`config.mk`:
```
export PLATFORM = sky130hd
export DESIGN_NAME = snoop_split_flat
export DESIGN_NICKNAME = d
export VERILOG_FILES = /design/src/rtl/snoop_split_if.sv /design/src/rtl/snoop_split.sv /design/src/flat_wrapper.sv
export SDC_FILE = /design/constraint.sdc
export NUM_CORES = 1
export LEC_CHECK = 0
export CAP_MARGIN = 20
export CORE_AREA = 2 2 90 92
export CTS_BUF_LIST = sky130_fd_sc_hd__clkbuf_4 sky130_fd_sc_hd__clkbuf_8
export DETAILED_ROUTE_END_ITERATION = 6
export DIE_AREA = 0 0 92 94
export PLACE_DENSITY = 0.69
export SLEW_MARGIN = 20
export SYNTH_ARGS = -nofsm -noshare
export SYNTH_HDL_FRONTEND = slang
export SYNTH_SLANG_ARGS = --single-unit
```
`constraint.sdc`:
```
create_clock -name clk -period 1.81 [get_ports clk]
set_input_delay 0.362 -clock clk [delete_from_list [all_inputs] [get_ports clk]]
set_output_delay 0.362 -clock clk [all_outputs]
set_load 0.03 [all_outputs]
```
`src/rtl/snoop_split_if.sv`:
```
// rtl/snoop_split_if.sv - packet-memory write port bundle (addr/data/strobe/done plus ready back-pressure)
interface snoop_split_if #(
  parameter int DATA_WIDTH = 64,
  parameter int ADDR_WIDTH = 10
);
  logic [ADDR_WIDTH-1:0] wr_addr;
  logic [DATA_WIDTH-1:0] wr_data;
  logic                  wr_en;
  logic                  done;
  logic                  mem_ready;

  // The writer drives address/data/strobes; the memory side answers with ready.
  modport master (output wr_addr, wr_data, wr_en, done, input mem_ready);
  modport slave  (input  wr_addr, wr_data, wr_en, done, output mem_ready);
endinterface

```
`src/rtl/snoop_split.sv`:
```
// rtl/snoop_split.sv - 1-to-2 packet demux with round-robin branch choice; optional SNOOP_SPLIT_WR_GATE_EN gates writes with ready
module snoop_split #(
  parameter int DATA_WIDTH = 64,
  parameter int ADDR_WIDTH = 10
) (
  input  logic          clk,
  input  logic          rst,
  snoop_split_if.slave  up_i,
  snoop_split_if.master left_o,
  snoop_split_if.master right_o,
  output logic          choice_o
);

  // IDLE: between packets; BUSY: packet in flight; HOLD: one cycle after done.
  typedef enum logic [1:0] {
    ST_IDLE = 2'd0,
    ST_BUSY = 2'd1,
    ST_HOLD = 2'd2
  } state_t;

  state_t state_q, state_d;
  logic   choice_q, choice_d;

  logic                  sel_ready;
  logic                  oth_ready;
  logic                  wr_en_g;
  logic [ADDR_WIDTH-1:0] addr_w;
  logic [DATA_WIDTH-1:0] data_w;

  // Ready of the branch currently selected and of the other one.
  assign sel_ready = choice_q ? right_o.mem_ready : left_o.mem_ready;
  assign oth_ready = choice_q ? left_o.mem_ready  : right_o.mem_ready;

  assign up_i.mem_ready = sel_ready;
  assign choice_o       = choice_q;

`ifdef SNOOP_SPLIT_WR_GATE_EN
  // Writes issued while the selected side is stalled are dropped.
  assign wr_en_g = up_i.wr_en & sel_ready;
`else
  assign wr_en_g = up_i.wr_en;
`endif

  // Address and data are broadcast; only the strobes are steered.
  assign addr_w = up_i.wr_addr;
  assign data_w = up_i.wr_data;

  assign left_o.wr_addr  = addr_w;
  assign left_o.wr_data  = data_w;
  assign right_o.wr_addr = addr_w;
  assign right_o.wr_data = data_w;

  assign left_o.wr_en  = wr_en_g & ~choice_q;
  assign right_o.wr_en = wr_en_g &  choice_q;
  assign left_o.done   = up_i.done & ~choice_q;
  assign right_o.done  = up_i.done &  choice_q;

  // Packet state and branch choice registers.
  always_ff @(posedge clk or posedge rst) begin
    if (rst) begin
      state_q  <= ST_IDLE;
      choice_q <= 1'b0;
    end else begin
      state_q  <= state_d;
      choice_q <= choice_d;
    end
  end

  // Next state: done flips the branch; fallback only when fully idle and no write arrives.
  always_comb begin
    state_d  = state_q;
    choice_d = choice_q;
    if (up_i.done) begin
      state_d  = ST_HOLD;
      choice_d = ~choice_q;
    end else begin
      case (state_q)
        ST_IDLE: begin
          if (up_i.wr_en) begin
            state_d = ST_BUSY;
          end else if (!sel_ready && oth_ready) begin
            choice_d = ~choice_q;
          end
        end
        ST_BUSY: state_d = ST_BUSY;
        ST_HOLD: state_d = up_i.wr_en ? ST_BUSY : ST_IDLE;
        default: state_d = ST_IDLE;
      endcase
    end
  end

endmodule

```
`src/flat_wrapper.sv`:
```
// flat-port wrapper written by rule: the top's interface ports become plain ports
module snoop_split_flat 
#(
  parameter int DATA_WIDTH = 64,
  parameter int ADDR_WIDTH = 10
)
  (clk, rst, choice_o, up_i_wr_addr, up_i_wr_data, up_i_wr_en, up_i_done, up_i_mem_ready, left_o_wr_addr, left_o_wr_data, left_o_wr_en, left_o_done, left_o_mem_ready, right_o_wr_addr, right_o_wr_data, right_o_wr_en, right_o_done, right_o_mem_ready);
  snoop_split_if #(.DATA_WIDTH(DATA_WIDTH), .ADDR_WIDTH(ADDR_WIDTH)) up_i_i ();
  snoop_split_if #(.DATA_WIDTH(DATA_WIDTH), .ADDR_WIDTH(ADDR_WIDTH)) left_o_i ();
  snoop_split_if #(.DATA_WIDTH(DATA_WIDTH), .ADDR_WIDTH(ADDR_WIDTH)) right_o_i ();
  input  logic clk;
  input  logic rst;
  output logic choice_o;
  input wire logic [$bits(up_i_i.wr_addr)-1:0] up_i_wr_addr;
  input wire logic [$bits(up_i_i.wr_data)-1:0] up_i_wr_data;
  input wire logic [$bits(up_i_i.wr_en)-1:0] up_i_wr_en;
  input wire logic [$bits(up_i_i.done)-1:0] up_i_done;
  output wire logic [$bits(up_i_i.mem_ready)-1:0] up_i_mem_ready;
  output wire logic [$bits(left_o_i.wr_addr)-1:0] left_o_wr_addr;
  output wire logic [$bits(left_o_i.wr_data)-1:0] left_o_wr_data;
  output wire logic [$bits(left_o_i.wr_en)-1:0] left_o_wr_en;
  output wire logic [$bits(left_o_i.done)-1:0] left_o_done;
  input wire logic [$bits(left_o_i.mem_ready)-1:0] left_o_mem_ready;
  output wire logic [$bits(right_o_i.wr_addr)-1:0] right_o_wr_addr;
  output wire logic [$bits(right_o_i.wr_data)-1:0] right_o_wr_data;
  output wire logic [$bits(right_o_i.wr_en)-1:0] right_o_wr_en;
  output wire logic [$bits(right_o_i.done)-1:0] right_o_done;
  input wire logic [$bits(right_o_i.mem_ready)-1:0] right_o_mem_ready;
  assign up_i_i.wr_addr = up_i_wr_addr;
  assign up_i_i.wr_data = up_i_wr_data;
  assign up_i_i.wr_en = up_i_wr_en;
  assign up_i_i.done = up_i_done;
  assign up_i_mem_ready = up_i_i.mem_ready;
  assign left_o_wr_addr = left_o_i.wr_addr;
  assign left_o_wr_data = left_o_i.wr_data;
  assign left_o_wr_en = left_o_i.wr_en;
  assign left_o_done = left_o_i.done;
  assign left_o_i.mem_ready = left_o_mem_ready;
  assign right_o_wr_addr = right_o_i.wr_addr;
  assign right_o_wr_data = right_o_i.wr_data;
  assign right_o_wr_en = right_o_i.wr_en;
  assign right_o_done = right_o_i.done;
  assign right_o_i.mem_ready = right_o_mem_ready;
  snoop_split #(.DATA_WIDTH(DATA_WIDTH), .ADDR_WIDTH(ADDR_WIDTH)) u_core (.clk(clk), .rst(rst), .up_i(up_i_i), .left_o(left_o_i), .right_o(right_o_i), .choice_o(choice_o));
endmodule
```
# Word-level counts from Yosys, hierarchy flattened
# Cells that the tools add are included.
# totals
register_bits	3
input_bits	80
output_inout_bits	154
# op_classes
eq_ne	4
muxes	10
bitwise_logic	5
n_reduce_logical	6
# op_table
cell	count
two-way mux 1 bit	7
case mux 2 bit (3 select lines)	1
AND 1 bit	4
two-way mux 2 bit	2
nonzero test 2 bit	2
!= test 3 bit, second input constant	1
AND reduction 3 bit	1
equality test 2 x 1 -> 1 bit, second input constant	1
equality test 2 bit, second input constant	1
zero test 2 bit	1
!= test 2 x 1 -> 1 bit, second input constant	1
logical AND 1 bit	1
zero test 1 bit	1
inverter 1 bit	1

# Depth between registers and ports, before layout
# depth
word_depth	7
mapped_depth	3
mapped_depth_nobuf	3

# Least setup slack after synthesis
# OpenSTA, ideal clock, no wires.
# synth_timing
path_type	reg-to-output
startpoint	register u_core.choice_q, in the netlist u_core.choice_o
endpoint	output port up_i_mem_ready
t_arrival_ps	1035
required_ps	1448
setup_slack_ps	413
path_stages_with_launch	2
cell_sequence	dfrtp_1 mux2_2
# synth_between
elab_chain_len	1
# synth_lines
element	line	text
start: declaration	snoop_split.sv:22	logic choice_q, choice_d;
start signal: assignment	snoop_split.sv:65	choice_q <= choice_d;
two-way mux 1 bit	snoop_split.sv:31	assign sel_ready = choice_q ? right_o.mem_ready : left_o.mem_ready;
end: declaration	flat_wrapper.sv:18	output wire logic [$bits(up_i_i.mem_ready)-1:0] up_i_mem_ready;
# Every way passes these cells.

# Final worst setup path
# layout_timing
startpoint	input port up_i_done
endpoint	output port left_o_done
# layout_between
elab_chain_len	1
# layout_lines
element	line	text
start: declaration	flat_wrapper.sv:17	input wire logic [$bits(up_i_i.done)-1:0] up_i_done;
AND 1 bit	snoop_split.sv:55	assign left_o.done = up_i.done & ~choice_q;
end: declaration	flat_wrapper.sv:22	output wire logic [$bits(left_o_i.done)-1:0] left_o_done;
# Every way passes these cells.

==> results by group <==
Status
  – Outcome: complete, no violations

STA
  – Post-Route Setup TNS: 0 ns
  – Final Cycle Share: 0.9295
  – Slew at the pin with the worst max-slew slack: 0.3190 ns
  – Hold slack: 0.3459 ns
  – Hold Fails Final Rpt: 0
  – Fmax: 0.5944 GHz
  – Minimum clock period: 1.682 ns
  – Slew margin rel.: 0.7845
  – RSZ-0062 raised after global routing: false
  – Worst Skew: 0.0001688 ns
  – Setup ws final: 0.1277 ns
  – Final setup viols: 0
  – Max Slew Vio Count: 0

Power
  – Max VDD drop: 161.4 uV
  – Leakage: 0.1698 nW
  – PD cells: 952.1 nW/um2
  – Total power: 465.8 uW

GRT
  – Global-route wire length before repair: 2.815 mm
  – Met1 GRT Util: 0.01690
  – Met3 Use GR: 0.07865
  – GRT Total Usage: 0.04806
  – Vias in the first global route: 423
  – Initial antenna violation count: 0
  – Met2 Track Usage GR: 0.05208
  – Pin count of the biggest net entering global routing: 8
  – Most used routing layer in global routing: met4
  – GR Overflow Total: 0

Placed design
  – Dpl cell area: 440.4 um2
  – GP Congestion: 0.5845
  – Pre-CTS WS: 0.1194 ns
  – I/O Buffers: 11

Setup path
  – CP arrival: 1.32 ns
  – Crit. End Element: output pin
  – Kind of critical path: in -> out
  – Crit-path slowest cell: clkdlybuf4s50_1
  – Worst-path fanout max: 5
  – Crit path cell chain: clkdlybuf4s50_1 > inv_1 > nor2_1 > buf_12
  – WP data required: 1.45 ns
  – Max incr delay on CP: 0.53 ns
  – Type of origin of the critical path: input pin

Synth
  – Register area share after synthesis: 0.05842
  – Distinct cells, synth: 14
  – #FFs+latches synth: 3
  – Ys async rst share: 1.000
  – Syn nets: 246
  – Syn avg cell area: 7.741 um2
  – Mapped Cells: 166
  – Warnings from Yosys: 0
  – Most used DFF post-synth: dfrtp_1
  – Post-synth EDFFs: 0
  – Mapped Area: 1285 um2
  – Top cell type by total area after synthesis: buf_4
  – Top-area cell type share of the netlist area: 0.8647
  – Top post-synthesis cells by area: buf_4 (86%), dfrtp_1 (5.8%), inv_1 (0.88%)

Clock tree
  – Clock Latency Late Sink: 0.21 ns
  – Clock buffer depth: 2
  – H-tree Lvls: 1
  – Cts hold-fix bufs: 0
  – Clk sinks: 3
  – Root Buffer: clkbuf_8
  – Clock Pin Slew Worst Setup and Hold Paths: 0.03 ns
  – Cts repair resizes: 0
  – TritonCTS clock tree: built
  – Post-CTS Setup Inserts: 0
  – CTS Buf Count: 3

Die
  – Row cnt: 32
  – Core area: 7607 um2
  – Die Y-Extent: 94 um
  – DIE AREA: 8648 um2
  – Initial Util: 0.1689
  – Die W: 92 um
  – I/O pins: 234

Drt
  – DR vias: 358
  – 1st-pass router iterations: 2
  – Number of remaining DRC errors: 0
  – WL per Instance: 17.01 um
  – DRC violation total after the first TritonRoute iteration: 1
  – Vias/cell: 2.652
  – Antenna viol nets, final: 0
  – Final WL: 2.297 mm

Finish
  – Design Area, Final: 489.2 um2
  – Commonest non-fill, non-tap cell in the layout: clkdlybuf4s50_1
  – Layout cells sized above 1: 0.3939
  – ANT cells: 0
  – Syn-to-layout area delta: -61.93%
  – Final net count: 114

Hold path
  – HP Class: in -> async

Run
  – Max-Cap Viols: 0
[final timing paths]
kind,from,endpoint,slack [ns],cells after the start
max,up_i_done,left_o_done,0.13,4
min,rst,u_core.state_q[1],0.35,2
max reg2reg,u_core.choice_o,u_core.choice_o,0.72,3
min reg2reg,u_core.state_q[0],u_core.state_q[0],0.61,2
max in group asynchronous,rst,u_core.choice_o,1.32,2
min in group clk,u_core.state_q[0],u_core.state_q[0],0.61,2
[registers in the layout (all words and copies together) (netlist names)]
register and count:
u_core.choice_o 1, u_core.state_q 2
[cells in the mapped netlist (2+ instances only)]
master and count:
dfrtp_1 3, nor2_1 2, buf_4 148, inv_1 3
[critical path: cells and delay by family]
kind | cells | cell delay, ns
buffers and inverters | 3 | 0.75
and+or+nand+nor | 1 | 0.20
[cell type report]
cell class,instances,area (um2)
Clock buffer,4,48.80
Inverter,3,11.26
Tap cell,102,127.6
Multi-Input combinational cell,11,83.83
Fill cell,908,7118
Sequential cell,3,75.07
Timing Repair Buffer,12,142.6
[cells by family after synthesis]
group,count (synthesis),synth area share
muxes,2,0.01655
and+or+nand+nor,6,0.02922
AOI/OAI and AO/OA,3,0.01948
buffers and inverters,152,0.8763
DFF,3,0.05842
[routing by layer]
metal | vias up | share of wire | wire, um
met4 | 0 | 0.15 | 338
met3 | 50 | 0.34 | 791
li1 | 90 | - | -
met1 | 115 | 0.14 | 327
met2 | 103 | 0.37 | 839
met5 | - | 0 | 0
[metrics by stage]
step,util,cells
after floorplan,-,166
after global placement,0.05789,131
after detailed placement,0.05789,131
after CTS,0.06431,135
after global routing,0.06431,135
final,0.06431,135
[power breakdown]
part | internal (mW) | total (mW) | switching (mW)
clock network | 0.165 | 0.206 | 0.0409
registers | 0.0754 | 0.0840 | 0.00862
logic | 0.0862 | 0.176 | 0.0898
Note: power is estimated with default switching activity, not from simulation.
